### src/rtl/cic_comb_decimator_pkg.sv
// Shared constants, FSM state type and width-budget helper for the CIC comb
// decimator. Optional rounding output stage is enabled with ROUND_EN.
package cic_pkg;

  localparam int IN_W_DEF     = 16;
  localparam int N_STAGES_DEF = 3;
  localparam int DEC_LOG2_DEF = 4;
  localparam int OUT_W_DEF    = 16;

  typedef enum logic {
    PRIME = 1'b0,
    RUN   = 1'b1
  } state_e;

  // Bits needed so the modular CIC arithmetic recovers the true result:
  // sign + register growth of N stages at ratio 2^dec_log2 + input signal bits.
  function automatic int req_in_w(int n_stages, int dec_log2, int sig_bits);
    return 1 + n_stages * dec_log2 + sig_bits;
  endfunction

endpackage

### src/rtl/cic_comb_decimator_comb_stage.sv
// Single CIC differentiator: y = x - x_prev on each valid input, modulo 2^W.
module cic_comb_stage
  import cic_pkg::*;
#(
  parameter int W = IN_W_DEF
) (
  input  logic         clk,
  input  logic         rst_n,
  input  logic         in_valid_i,
  input  logic [W-1:0] x_i,
  output logic         out_valid_o,
  output logic [W-1:0] y_o
);

  logic [W-1:0] d_q;
  logic [W-1:0] y_q;
  logic         vld_q;

  // Difference and delay update only on valid input; wrap-around is intended.
  always_ff @(posedge clk or negedge rst_n) begin
    if (!rst_n) begin
      d_q   <= '0;
      y_q   <= '0;
      vld_q <= 1'b0;
    end else begin
      vld_q <= in_valid_i;
      if (in_valid_i) begin
        y_q <= x_i - d_q;
        d_q <= x_i;
      end
    end
  end

  assign out_valid_o = vld_q;
  assign y_o         = y_q;

endmodule

### src/rtl/cic_comb_decimator.sv
// CIC decimator back end: decimate the integrator word by 2^DEC_LOG2, run
// N_STAGES comb stages, discard the priming transient, and hold the result in
// a single valid/ready output register. Define ROUND_EN for round-half-up
// with positive saturation (one extra cycle when OUT_W < IN_W).
module cic_comb_decimator
  import cic_pkg::*;
#(
  parameter int IN_W     = IN_W_DEF,
  parameter int N_STAGES = N_STAGES_DEF,
  parameter int DEC_LOG2 = DEC_LOG2_DEF,
  parameter int OUT_W    = OUT_W_DEF
) (
  input  logic             clk,
  input  logic             reset,
  input  logic [IN_W-1:0]  acc_in,
  input  logic             acc_valid,
  output logic [OUT_W-1:0] out_data,
  output logic             out_valid,
  input  logic             out_ready,
  output logic             overflow
);

  localparam int PCW = $clog2(N_STAGES + 1);
  localparam logic [PCW-1:0] PRIME_LAST = PCW'(N_STAGES - 1);

  if (IN_W < req_in_w(N_STAGES, DEC_LOG2, 1)) begin : g_w_chk
    $error("cic_comb_decimator: IN_W too narrow for comb growth");
  end
  if (OUT_W > IN_W) begin : g_o_chk
    $error("cic_comb_decimator: OUT_W must not exceed IN_W");
  end

  logic [DEC_LOG2-1:0] dec_cnt_q, dec_cnt_d;
  logic                strobe;

  // Decimation counter advances only on valid input samples.
  always_comb begin
    dec_cnt_d = dec_cnt_q;
    if (acc_valid) dec_cnt_d = dec_cnt_q + DEC_LOG2'(1);
  end

  // Decimation counter register.
  always_ff @(posedge clk or negedge reset) begin
    if (!reset) dec_cnt_q <= '0;
    else        dec_cnt_q <= dec_cnt_d;
  end

  assign strobe = acc_valid && (&dec_cnt_q);

  logic [N_STAGES:0][IN_W-1:0] x_chain;
  logic [N_STAGES:0]           vld_chain;

  assign x_chain[0]   = acc_in;
  assign vld_chain[0] = strobe;

  for (genvar k = 0; k < N_STAGES; k++) begin : g_stage
    cic_comb_stage #(.W(IN_W)) u_stage (
      .clk         (clk),
      .rst_n       (reset),
      .in_valid_i  (vld_chain[k]),
      .x_i         (x_chain[k]),
      .out_valid_o (vld_chain[k+1]),
      .y_o         (x_chain[k+1])
    );
  end

  logic [IN_W-1:0] y_fin;
  logic            y_vld;
  assign y_fin = x_chain[N_STAGES];
  assign y_vld = vld_chain[N_STAGES];

  state_e          state_q, state_d;
  logic [PCW-1:0]  prime_cnt_q, prime_cnt_d;
  logic            res_take;

  // Drop the first N_STAGES chain results (delay lines still filling).
  always_comb begin
    state_d     = state_q;
    prime_cnt_d = prime_cnt_q;
    res_take    = 1'b0;
    case (state_q)
      PRIME: if (y_vld) begin
        prime_cnt_d = prime_cnt_q + PCW'(1);
        if (prime_cnt_q == PRIME_LAST) state_d = RUN;
      end
      RUN:   res_take = y_vld;
      default: state_d = PRIME;
    endcase
  end

  // Priming FSM registers.
  always_ff @(posedge clk or negedge reset) begin
    if (!reset) begin
      state_q     <= PRIME;
      prime_cnt_q <= '0;
    end else begin
      state_q     <= state_d;
      prime_cnt_q <= prime_cnt_d;
    end
  end

  logic [OUT_W-1:0] new_data;
  logic             new_vld;

`ifdef ROUND_EN
  if (OUT_W < IN_W) begin : g_rnd
    localparam logic [OUT_W-1:0] MAX_POS = OUT_W'((1 << (OUT_W - 1)) - 1);
    logic [OUT_W-1:0] trunc, rnd_d, rnd_q;
    logic             rbit, rnd_vld_q;
    assign trunc = y_fin[IN_W-1 -: OUT_W];
    assign rbit  = y_fin[IN_W-OUT_W-1];
    // Saturate instead of wrapping past the largest positive code.
    assign rnd_d = (trunc == MAX_POS) ? trunc : trunc + OUT_W'(rbit);
    // Extra pipeline cycle for the rounding adder.
    always_ff @(posedge clk or negedge reset) begin
      if (!reset) begin
        rnd_q     <= '0;
        rnd_vld_q <= 1'b0;
      end else begin
        rnd_vld_q <= res_take;
        if (res_take) rnd_q <= rnd_d;
      end
    end
    assign new_data = rnd_q;
    assign new_vld  = rnd_vld_q;
  end else begin : g_nornd
    assign new_data = y_fin[IN_W-1 -: OUT_W];
    assign new_vld  = res_take;
  end
`else
  assign new_data = y_fin[IN_W-1 -: OUT_W];
  assign new_vld  = res_take;
`endif

  logic [OUT_W-1:0] out_data_q, out_data_d;
  logic             out_valid_q, out_valid_d;
  logic             overflow_q, overflow_d;
  logic             drain;

  // Holding register: load when empty or draining, else drop and flag.
  always_comb begin
    out_data_d  = out_data_q;
    out_valid_d = out_valid_q;
    overflow_d  = overflow_q;
    drain       = out_valid_q && out_ready;
    if (new_vld) begin
      if (!out_valid_q || drain) begin
        out_data_d  = new_data;
        out_valid_d = 1'b1;
      end else begin
        overflow_d  = 1'b1;
      end
    end else if (drain) begin
      out_valid_d = 1'b0;
    end
  end

  // Output port registers; overflow is sticky until reset.
  always_ff @(posedge clk or negedge reset) begin
    if (!reset) begin
      out_data_q  <= '0;
      out_valid_q <= 1'b0;
      overflow_q  <= 1'b0;
    end else begin
      out_data_q  <= out_data_d;
      out_valid_q <= out_valid_d;
      overflow_q  <= overflow_d;
    end
  end

  assign out_data  = out_data_q;
  assign out_valid = out_valid_q;
  assign overflow  = overflow_q;

endmodule

### config.mk
export PLATFORM = sky130hd
export DESIGN_NAME = cic_comb_decimator
export DESIGN_NICKNAME = d
export VERILOG_FILES = /design/src/rtl/cic_comb_decimator_pkg.sv /design/src/rtl/cic_comb_decimator_comb_stage.sv /design/src/rtl/cic_comb_decimator.sv
export SDC_FILE = /design/constraint.sdc
export NUM_CORES = 1
export LEC_CHECK = 0
export ABC_AREA = 1
export BUFFER_PORTS_ARGS = -buffer_cell sky130_fd_sc_hd__buf_2
export CORE_UTILIZATION = 55
export DETAILED_ROUTE_END_ITERATION = 8
export PLACE_DENSITY = 0.75
export SKIP_CTS_REPAIR_TIMING = 1
export SLEW_MARGIN = 10
export SYNTH_ARGS = -nofsm -noshare
export SYNTH_HDL_FRONTEND = slang
export SYNTH_SLANG_ARGS = --single-unit
### constraint.sdc
create_clock -name clk -period 5.15 [get_ports clk]
set_clock_uncertainty 0.1 [all_clocks]
set_input_delay 0.2575 -clock clk [delete_from_list [all_inputs] [get_ports clk]]
set_output_delay 0.2575 -clock clk [all_outputs]
set_load 0.1 [all_outputs]
==> results of run 1 <==
-- layer usage --
metal | track usage | part of all wire | up-vias | wire length, um
met3 | 0.0420 | 0.024 | 28 | 325
met4 | 0.101 | 0.022 | 0 | 298
met1 | 0.247 | 0.46 | 2622 | 6270
met5 | 0 | 0 | - | 0
met2 | 0.383 | 0.49 | 80 | 6690
li1 | - | - | 3219 | -
-- power groups by stage --
stage	clock, uW	combinational (uW)	sequential [uW]
final	1190	2970	1500
after global placement	0	2870	1500
after floorplan	0	2390	1490
after detailed placement	0	2950	1520
after global routing	1260	3480	1550
after CTS	1220	2970	1510
-- sequential cells by signal, indices dropped and copies added (netlist names) --
register / cells
prime_cnt_q: 2
g_stage.u_stage.d_q: 48
out_valid: 1
overflow: 1
dec_cnt_q: 4
state_q: 1
g_stage.u_stage.y_o: 48
g_stage.u_stage.out_valid_o: 3
out_data: 16
-- per-stage QoR --
step	cell area (um^2)	hold WS, ps	setup slack (ps)	utilization	cells
2_1_floorplan	7440	-138	3190	-	1007
3_3_place_gp	7760	350	3180	0.586	1204
3_5_place_dp	7760	342	3100	0.586	1204
4_1_cts	8360	-106	3100	0.632	1236
5_1_grt	8510	24.6	2880	0.643	1251
6_report	8510	-19.3	3120	0.643	1251
-- critical path, cell delays in order (launching register included) --
cell      delay, ps
dfrtp_1         400
ha_1            210
nand2_2         100
nor2_4           40
nand2_4         200
clkinv_2        500
nand3_1         250
nand2_1          80
-- layout by cell type, fill, tap and decap left out, types with 5 or more instances in the layout --
| cell | count |
|---|---|
| nand2_1 | 370 |
| nor2_1 | 35 |
| a21oi_1 | 25 |
| nor3_1 | 9 |
| nand3_1 | 60 |
| o21ai_0 | 59 |
| nand2_2 | 8 |
| dlygate4sd3_1 | 15 |
| nand3b_1 | 6 |
| xnor2_1 | 11 |
| inv_1 | 179 |
| clkinv_4 | 5 |
| clkbuf_16 | 17 |
| o21ai_2 | 5 |
| buf_2 | 36 |
| mux2_2 | 14 |
| xor2_1 | 7 |
| dfrtp_1 | 124 |
| ha_1 | 47 |
| o21ai_1 | 8 |
-- logic make-up (layout without fill, tap and decap cells) --
group           Yosys count  in the layout  synth area share
simple gates            502            502             0.277
fa+ha+maj                50             50            0.0871
buf+inv                 200            268             0.106
mux                      15             15            0.0227
compound gates           98             98            0.0688
xor+xnor                 18             18            0.0212
flops                   124            124             0.417
-- final timing paths --
| check | startpoint | end | slack [ps] | depth (start not counted) |
|---|---|---|---|---|
| worst min-delay path | acc_in[3] | g_stage[0].u_stage.d_q[3]$_DFFE_PN0P_ | -20 | 3 |
| worst min register to register | g_stage[2].u_stage.y_o[11]$_DFFE_PN0P_ | g_stage[2].u_stage.y_o[11]$_DFFE_PN0P_ | 370 | 2 |
| max in group asynchronous | reset | g_stage[1].u_stage.d_q[9]$_DFFE_PN0P_ | 3330 | 3 |
| worst max-delay path | dec_cnt_q[0]$_DFFE_PN0P_ | g_stage[0].u_stage.y_o[10]$_DFFE_PN0P_ | 3120 | 7 |
| worst max register to register | dec_cnt_q[0]$_DFFE_PN0P_ | g_stage[0].u_stage.y_o[10]$_DFFE_PN0P_ | 3120 | 7 |
| min in group asynchronous | reset | out_data[0]$_DFFE_PN0P_ | 410 | 2 |
-- layout make-up --
cell class	count	area (um^2)	share of cell area
clock inverters	14	161	0.0190
clock buffers	18	439	0.0516
well taps	176	220	0.0259
flip-flops and latches	124	3100	0.364
multi-input cells	683	3550	0.417
inverters	181	681	0.0799
repair buffers	55	360	0.0423
==> metrics.txt, run 1 <==
Async SR Flop Fraction=1.00; I/O pins=38; Logic pwr share=0.524; switching part of the total=0.445; Sum Neg Setup Slack=0 ps; DIE HEIGHT=118 um; Seq cells post-synth=124; final wirelength=around 14 mm; Hold WS=-19.3 ps; GR Overflow Total=0; Max Cap Viol=0; type of origin of the critical path=flip-flop; Peak Freq=492 MHz; final setup violation count=0; synth top area cells=dfrtp_1 (42%), nand2_1 (19%), inv_1 (9.0%); Net Count, Synth=1,077; Ant. Diodes=0; outcome=finished, violations left; fin nets=1,132; Power Total=between 5000 and 6000 uW; Worst-Margin Slew=907 ps; Via Count=5,949; vias per cell=4.76; DP HPWL=9.78 mm; most frequent cell after synthesis=nand2_1; Post-route DRC=1; Pwr Density=665 mW/mm^2; Num Clock Sinks=124; IO Port Bufs=37; DRT antenna net count=0; H-tree depth=4; Cells after Synth=1,007; Syn Area/Cell=7.39 um^2; failing checks=design-rule violations, negative hold slack; Rows=42; Slew Viols, Final=0; Synth Flop Type=dfrtp_1; share of cells above drive strength 1=0.100; final hold violation count=1; RSZ-0062 raised after global routing=false; crit path DAT=around 2200 ps; Core Box Area=approximately 0.013 mm^2; VDD IR max=0.294 mV; clk_lat worst skew=420 ps; fin crit period=2030 ps; worst-case clock buffer depth=2; P&R area growth vs syn=14.4%; post-route clock period utilization=0.395; Hold WC Path Type=in2reg; WP data required=5350 ps; switching power=2520 uW; initial antenna violation count=0; Leakage=0.00478 uW; synthesized cell area=0.00744 mm^2; Post-synth top cells=nand2_1 (370), inv_1 (179), dfrtp_1 (124), nand3_1 (60), o21ai_0 (59); Int Power=3140 uW; Placer Congestion=0.861; area share of the largest cell type after synthesis=0.417; Sequential Power Share=0.266; EDFF count, synth=0; first-pass GRT wire length=24.4 mm; clk slew on worst S/H paths=60 ps; post-synth top area cell=dfrtp_1; Slew headroom=0.396; CTS tree=built; clock root buffer=clkbuf_16; area of the die=0.0140 mm^2; CP endpoint kind=flip-flop; crit path kind=reg2reg; vias in the first global route=about 5,800; Die X=118 um; drt pass-1 iters=9; Initial Utilization=0.562; largest net degree at the start of global routing=74; Worst Path Max Fanout=39; FILL cells=between 1,000 and 1,500; YS warnings=0; Seq/Total Area, Yosys=0.417; TritonCTS Buffers=17; routed len/inst=10.9 um; synth unique cells=32; initial drt markers=235; Clock power frac=0.210; All-Layer GR Usage=0.215
(Power assumes the default switching activity.)
==> run 2: changes to the inputs <==
- ABC_AREA: 1 -> 0
- clock period: 5.15 -> 1.96 ns (I/O delays scaled with it)
==> run 2 against run 1 <==
The flow finishes with violations (negative setup slack). Flip-flop and latch count did not move. Via count fell by 7.2%. Design area grew 11%. Synthesized area shrank 9.1%. Combinational power rose to 4.1 times the previous value. Count of clock-buffer cells in the layout grew 2. Sequential power grew to 2.7 times the previous value. Critical path type unchanged. Largest cell class unchanged. Largest power group unchanged. Highest routed layer unchanged.
==> metrics.txt, run 2 <==
Via Count=between 5,000 and 6,000; IO Port Bufs=37; Post-synth top cells=dfrtp_1 (124), nand2_1 (104), o21ai_0 (72), inv_1 (58), ha_1 (47); Num Clock Sinks=124; vias per cell=5.38; worst-case clock buffer depth=2; share of cells above drive strength 1=0.369; routed len/inst=15.2 um; crit path DAT=between 2000 and 2500 ps; DP HPWL=9.81 mm; Met1 Wirelength=6.55 mm; Worst Path Max Fanout=3; Worst setup endpoint=g_stage[1].u_stage.y_o[12]$_DFFE_PN0P_; slowest CP cell=dfrtp_1; crit path cell chain=ha_4 -> fa_2 -> nor2b_4 -> o2111ai_2 -> a21oi_2 -> buf_4 -> a21oi_2 -> xnor2_1 -> mux2_2; type of origin of the critical path=flip-flop; FILL cells=791; area of the die=between 0.01 and 0.015 mm^2; final hold violation count=0; synth unique cells=52; Synth Flop Type=dfrtp_1; vias in the first global route=5,260; Core Box Area=approximately 0.012 mm^2; Hold WC Path Type=in2reg; DR WL met2=roughly 8.3 mm; Post-route DRC=0; Slew Viols, Final=0; Placer Congestion=between 0.8 and 0.9; GR Overflow Total=0; Peak Freq=roughly 440 MHz; Setup WS post-layout=-316 ps; most frequent cell after synthesis=dfrtp_1; RR Endpoint=g_stage[1].u_stage.y_o[12]$_DFFE_PN0P_; Max Used Layer=met4; fin nets=between 900 and 1,000; reg2reg setup slack=-320 ps; Async SR Flop Fraction=1.00; Worst-Margin Slew=around 490 ps; EDFF count, synth=0; crit path launch=g_stage[1].u_stage.d_q[0]$_DFFE_PN0P_; RSZ-0062 raised after global routing=true; largest net degree at the start of global routing=81; Worst Reg2Reg Path Length in Cells=9; H-tree depth=4; Seq/Total Area, Yosys=0.459; fin crit period=2280 ps; initial antenna violation count=0; CTS tree=built; WP data required=roughly 2200 ps; VDD IR max=1.13 mV; post-route cell area=roughly 0.0094 mm^2; most frequent standard cell in the layout excluding fill and tap cells=dfrtp_1; startpoint of the worst register-to-register path=g_stage[1].u_stage.d_q[0]$_DFFE_PN0P_; Initial Utilization=0.563; synthesized cell area=0.00676 mm^2; All-Layer GR Usage=0.230; final setup violation count=26; DRT antenna net count=0; final wirelength=15.6 mm; Syn Area/Cell=9.82 um^2; first-pass GRT wire length=roughly 23 mm; Cells after Synth=689; Net Count, Synth=759; I/O pins=38; post-synth top area cell=dfrtp_1; P&R area growth vs syn=39.4%; failing checks=negative setup slack; most frequent cells in the layout=dfrtp_1 (123), buf_4 (118), nand2_1 (102), o21ai_0 (62), inv_1 (51); TritonCTS Buffers=17; Sum Neg Setup Slack=-4220 ps; Die X=113 um; Placement Cell Area=around 0.0081 mm^2; slowest stage delay, CP=around 410 ps; clk_lat worst skew=420 ps; Leakage=0.00447 uW; CP endpoint kind=flip-flop; initial drt markers=roughly 230; clk slew on worst S/H paths=60 ps; pre-CTS setup slack=-300 ps; Seq cells post-synth=124; Ant. Diodes=0; area share of the largest cell type after synthesis=0.459; drt pass-1 iters=4; synth top area cells=dfrtp_1 (46%), ha_1 (8.7%), mux2_2 (7.2%); post-route clock period utilization=1.16; Rows=40; Max Cap Viol=0; outcome=finished, violations left; crit path kind=reg2reg; clock root buffer=clkbuf_16; Pwr Density=2050 mW/mm^2; crit-path most repeated cell=a21oi_2; wire length on met3=359 um; DIE HEIGHT=113 um; YS warnings=0; Slew headroom=0.673
run 2: cell types whose count changed in the layout (fill, tap and decap cells not counted), moves of 9 or more:
| cell | previous run | this run |
|---|---|---|
| a21oi_2 | 0 | 10 |
| inv_1 | 179 | 51 |
| nand3_1 | 60 | 6 |
| nor2_1 | 35 | 18 |
| a21o_1 | 0 | 14 |
| mux2_2 | 14 | 35 |
| xnor2_1 | 11 | 20 |
| nand2_1 | 370 | 102 |
| xor2_1 | 7 | 20 |
| ha_1 | 47 | 29 |
| ha_4 | 0 | 13 |
| buf_4 | 4 | 118 |
run 2: worst min-delay path by stage:
stage / cells after the start / from / slack (ps) / end
finish: 4 / acc_in[0] / 40 / g_stage[0].u_stage.y_o[0]$_DFFE_PN0P_
global route: 4 / acc_in[0] / 70 / g_stage[0].u_stage.y_o[0]$_DFFE_PN0P_
detailed placement: 1 / reset / -160 / out_valid$_DFFE_PN0P_
CTS: 1 / reset / -610 / overflow$_DFFE_PN0P_
global placement: 1 / reset / -170 / out_valid$_DFFE_PN0P_
floorplan: 0 / reset / -300 / dec_cnt_q[0]$_DFFE_PN0P_
run 2: worst max-delay path, delay by kind of cell (launching register included):
family                     cells  cell delay [ps]
and+or+nand+nor                1              140
muxes                          1              260
AOI/OAI and AO/OA              3              420
adders and majority gates      2              550
DFF                            1              410
buffers and inverters          1              150
xor gates and xnor gates       1              120
run 2: layer usage:
layer,GRT usage,vias up
met4,0.114,0
met1,0.255,2641
met5,0,-
met2,0.420,108
met3,0.0450,39
li1,-,2735
run 2: area by class of cell:
| type | instances | area, um^2 | share of cell area |
|---|---|---|---|
| tap | 147 | 184 | 0.0195 |
| multi-input combinational | 481 | 3940 | 0.418 |
| inverter | 60 | 225 | 0.0239 |
| sequential | 124 | 3110 | 0.330 |
| clock inverter | 11 | 121 | 0.0129 |
| clock buffer | 20 | 447 | 0.0474 |
| timing repair buffer | 184 | 1410 | 0.149 |
run 2: logic make-up (layout without fill, tap and decap cells):
family / Yosys count / count (layout) / share of synthesized area
AOI/OAI and AO/OA: 179 / 179 / 0.161
muxes: 46 / 46 / 0.0760
adders and majority gates: 50 / 50 / 0.0958
and+or+nand+nor: 165 / 165 / 0.108
DFF: 124 / 124 / 0.459
xor gates and xnor gates: 41 / 41 / 0.0531
buffers and inverters: 84 / 275 / 0.0475
run 2: where the power goes:
group	switching [uW]	total, uW	internal [uW]
clock	1110	3000	1890
combinational	6060	12300	6270
sequential	530	4030	3500
total	7700	19400	11700
run 2: per-stage QoR:
step	util	cells	hold slack (ps)	power [uW]
2_1_floorplan	-	689	-298	10700
3_3_place_gp	0.673	961	-166	14100
3_5_place_dp	0.673	961	-158	14300
4_1_cts	0.720	992	-606	17400
5_1_grt	0.785	1027	65.7	20700
6_report	0.785	1027	40.5	19400
==> run 3: changes to the inputs <==
- CORE_ASPECT_RATIO: unset -> 0.75
==> run 3 against run 2 <==
The run still ends with negative setup slack left. Routed wire length is 8.7% higher. Via count grew 3.4%. Critical path depth shrank 1. First-iteration DRC count increased by 71%. Fmax shrank 1.4%. Non-clock buffer count down 20. Design area shrank 0.33%. Critical path type unchanged. Combinational power hardly changed. Flip-flop and latch count did not move. Die area barely moved. Highest routed layer unchanged. Register-to-register slack lost 30 ps.
==> metrics.txt, run 3 (same netlist as run 2, synthesis figures left out) <==
vias per cell=5.58; CTS tree=built; RSZ-0062 raised after global routing=true; Pwr Density=~2100 mW/mm^2; Sequential Power Share=0.203; switching part of the total=0.411; area of the die=0.0127 mm^2; switching power=approximately 8000 uW; WHS Endpoint=g_stage[0].u_stage.y_o[0]$_DFFE_PN0P_; WP buf/inv=0; startpoint of the worst register-to-register path=g_stage[1].u_stage.d_q[0]$_DFFE_PN0P_; Post-route DRC=0; Int Power=11,800 uW; DRT antenna net count=0; final hold violation count=0; WP data required=2160 ps; RR Endpoint=g_stage[1].u_stage.y_o[14]$_DFFE_PN0P_; Core Util, Final=0.797; DP HPWL=10.8 mm; Slew Viols, Final=0; outcome=finished, violations left; Leakage=roughly 0.0044 uW; crit path kind=reg2reg; clk slew on worst S/H paths=60 ps; Hold Path Stages=4; VDD IR max=1.23 mV; Hold Startpoint=acc_in[0]; largest net degree at the start of global routing=52; initial drt markers=399; clock root buffer=clkbuf_16; P&R area growth vs syn=38.9%; worst-case clock buffer depth=2; IO Port Bufs=37; reg2reg setup slack=-350 ps; FILL cells=slightly below 700; Logic pwr share=0.630; drt pass-1 iters=5; Worst Reg2Reg Path Length in Cells=8; initial antenna violation count=0; crit path DAT=2510 ps; Core Box Area=0.0118 mm^2; vias in the first global route=5,750; Initial Utilization=0.574; Num Clock Sinks=about 120; fin crit period=~2300 ps; final wirelength=about 17 mm; type of origin of the critical path=flip-flop; Via Count=5,712; TritonCTS Buffers=17; slowest stage delay, CP=410 ps; Rows=34; Ant. Diodes=0; GR Overflow Total=0; post-route clock period utilization=1.18; Setup WS post-layout=-348 ps; Hold WC Path Type=in2reg; most frequent standard cell in the layout excluding fill and tap cells=dfrtp_1; final setup violation count=29; DIE HEIGHT=98.0 um; I/O pins=38; routed len/inst=16.6 um; first-pass GRT wire length=26.9 mm; Crit path max-delay family=adder cells; Clock power frac=0.167; Worst Path Max Fanout=3; most frequent cells in the layout=dfrtp_1 (123), nand2_1 (100), buf_4 (97), o21ai_0 (61), inv_1 (50); Slew headroom=0.675; CP endpoint kind=flip-flop; pre-CTS setup slack=-344 ps; Worst-Margin Slew=487 ps; share of cells above drive strength 1=0.353; crit path launch=g_stage[1].u_stage.d_q[0]$_DFFE_PN0P_; Die X=130 um; All-Layer GR Usage=0.270; Max Cap Viol=0; fin nets=918; slowest CP cell=dfrtp_1; H-tree depth=4; Peak Freq=~430 MHz; clk_lat worst skew=420 ps; failing checks=negative setup slack; crit path cell chain=ha_4 -> fa_2 -> nor2b_4 -> o2111ai_4 -> a21oi_4 -> a41oi_2 -> xnor2_1 -> mux2_4; Placer Congestion=0.930
-- run 3: changes by cell type in the layout (fill, tap and decap cells not counted), moves of 3 or more --
cell | previous run | this run
ha_4 | 13 | 16
buf_4 | 118 | 97
a21oi_2 | 10 | 7
ha_2 | 5 | 1
o21ai_1 | 9 | 12
o21ai_2 | 5 | 2
-- run 3: power by group through the flow --
stage / Combinational (uW) / Sequential, uW / Clock (uW)
2_1_floorplan: 6740 / 4000 / 0
3_3_place_gp: 9960 / 4010 / 0
3_5_place_dp: 10400 / 4060 / 0
4_1_cts: 10600 / 4030 / 3380
5_1_grt: 13700 / 4180 / 3510
6_report: 12600 / 4070 / 3350
-- run 3: how the worst max path moves through the flow --
stage,endpoint,slack (ps),depth (start not counted)
6_report,g_stage[1].u_stage.y_o[14]$_DFFE_PN0P_,-350,8
5_1_grt,g_stage[1].u_stage.y_o[14]$_DFFE_PN0P_,-430,9
4_1_cts,g_stage[1].u_stage.y_o[14]$_DFFE_PN0P_,-370,8
3_5_place_dp,g_stage[1].u_stage.y_o[14]$_DFFE_PN0P_,-340,8
3_3_place_gp,g_stage[1].u_stage.y_o[12]$_DFFE_PN0P_,-250,9
2_1_floorplan,g_stage[1].u_stage.y_o[14]$_DFFE_PN0P_,-180,8
-- run 3: final cells by class --
type | count | area [um^2] | share of cell area
Multi-Input combinational cell | 481 | 3950 | 0.420
Sequential cell | 124 | 3110 | 0.331
Timing Repair Buffer | 164 | 1280 | 0.136
Clock buffer | 18 | 439 | 0.0468
Inverter | 60 | 225 | 0.0240
Tap cell | 162 | 203 | 0.0216
Clock inverter | 14 | 193 | 0.0205
-- run 3: per-stage QoR --
stage	instance area [um^2]	instances	setup TNS [ps]	power [uW]	hold WS (ps)
2_1_floorplan	6950	689	-751	10700	-298
4_1_cts	8680	998	-6120	18000	-438
3_5_place_dp	8050	966	-5120	14400	0.362
5_1_grt	9390	1023	-8360	21400	69.5
6_report	9390	1023	-5500	20000	35.9
3_3_place_gp	8050	966	-3580	14000	-12.8
-- run 3: tightest hold or removal path, cell delays in order --
cell and delay, ps:
buf_2 90, inv_1 100, ha_4 130, o21ai_0 80
-- run 3: metal layers --
| layer | vias up | wire, um | GRT usage |
|---|---|---|---|
| met5 | - | 0 | 0 |
| met4 | 0 | 397 | 0.0841 |
| met3 | 41 | 796 | 0.0647 |
| met2 | 145 | 8470 | 0.447 |
| met1 | 2824 | 7340 | 0.350 |
| li1 | 2702 | - | - |
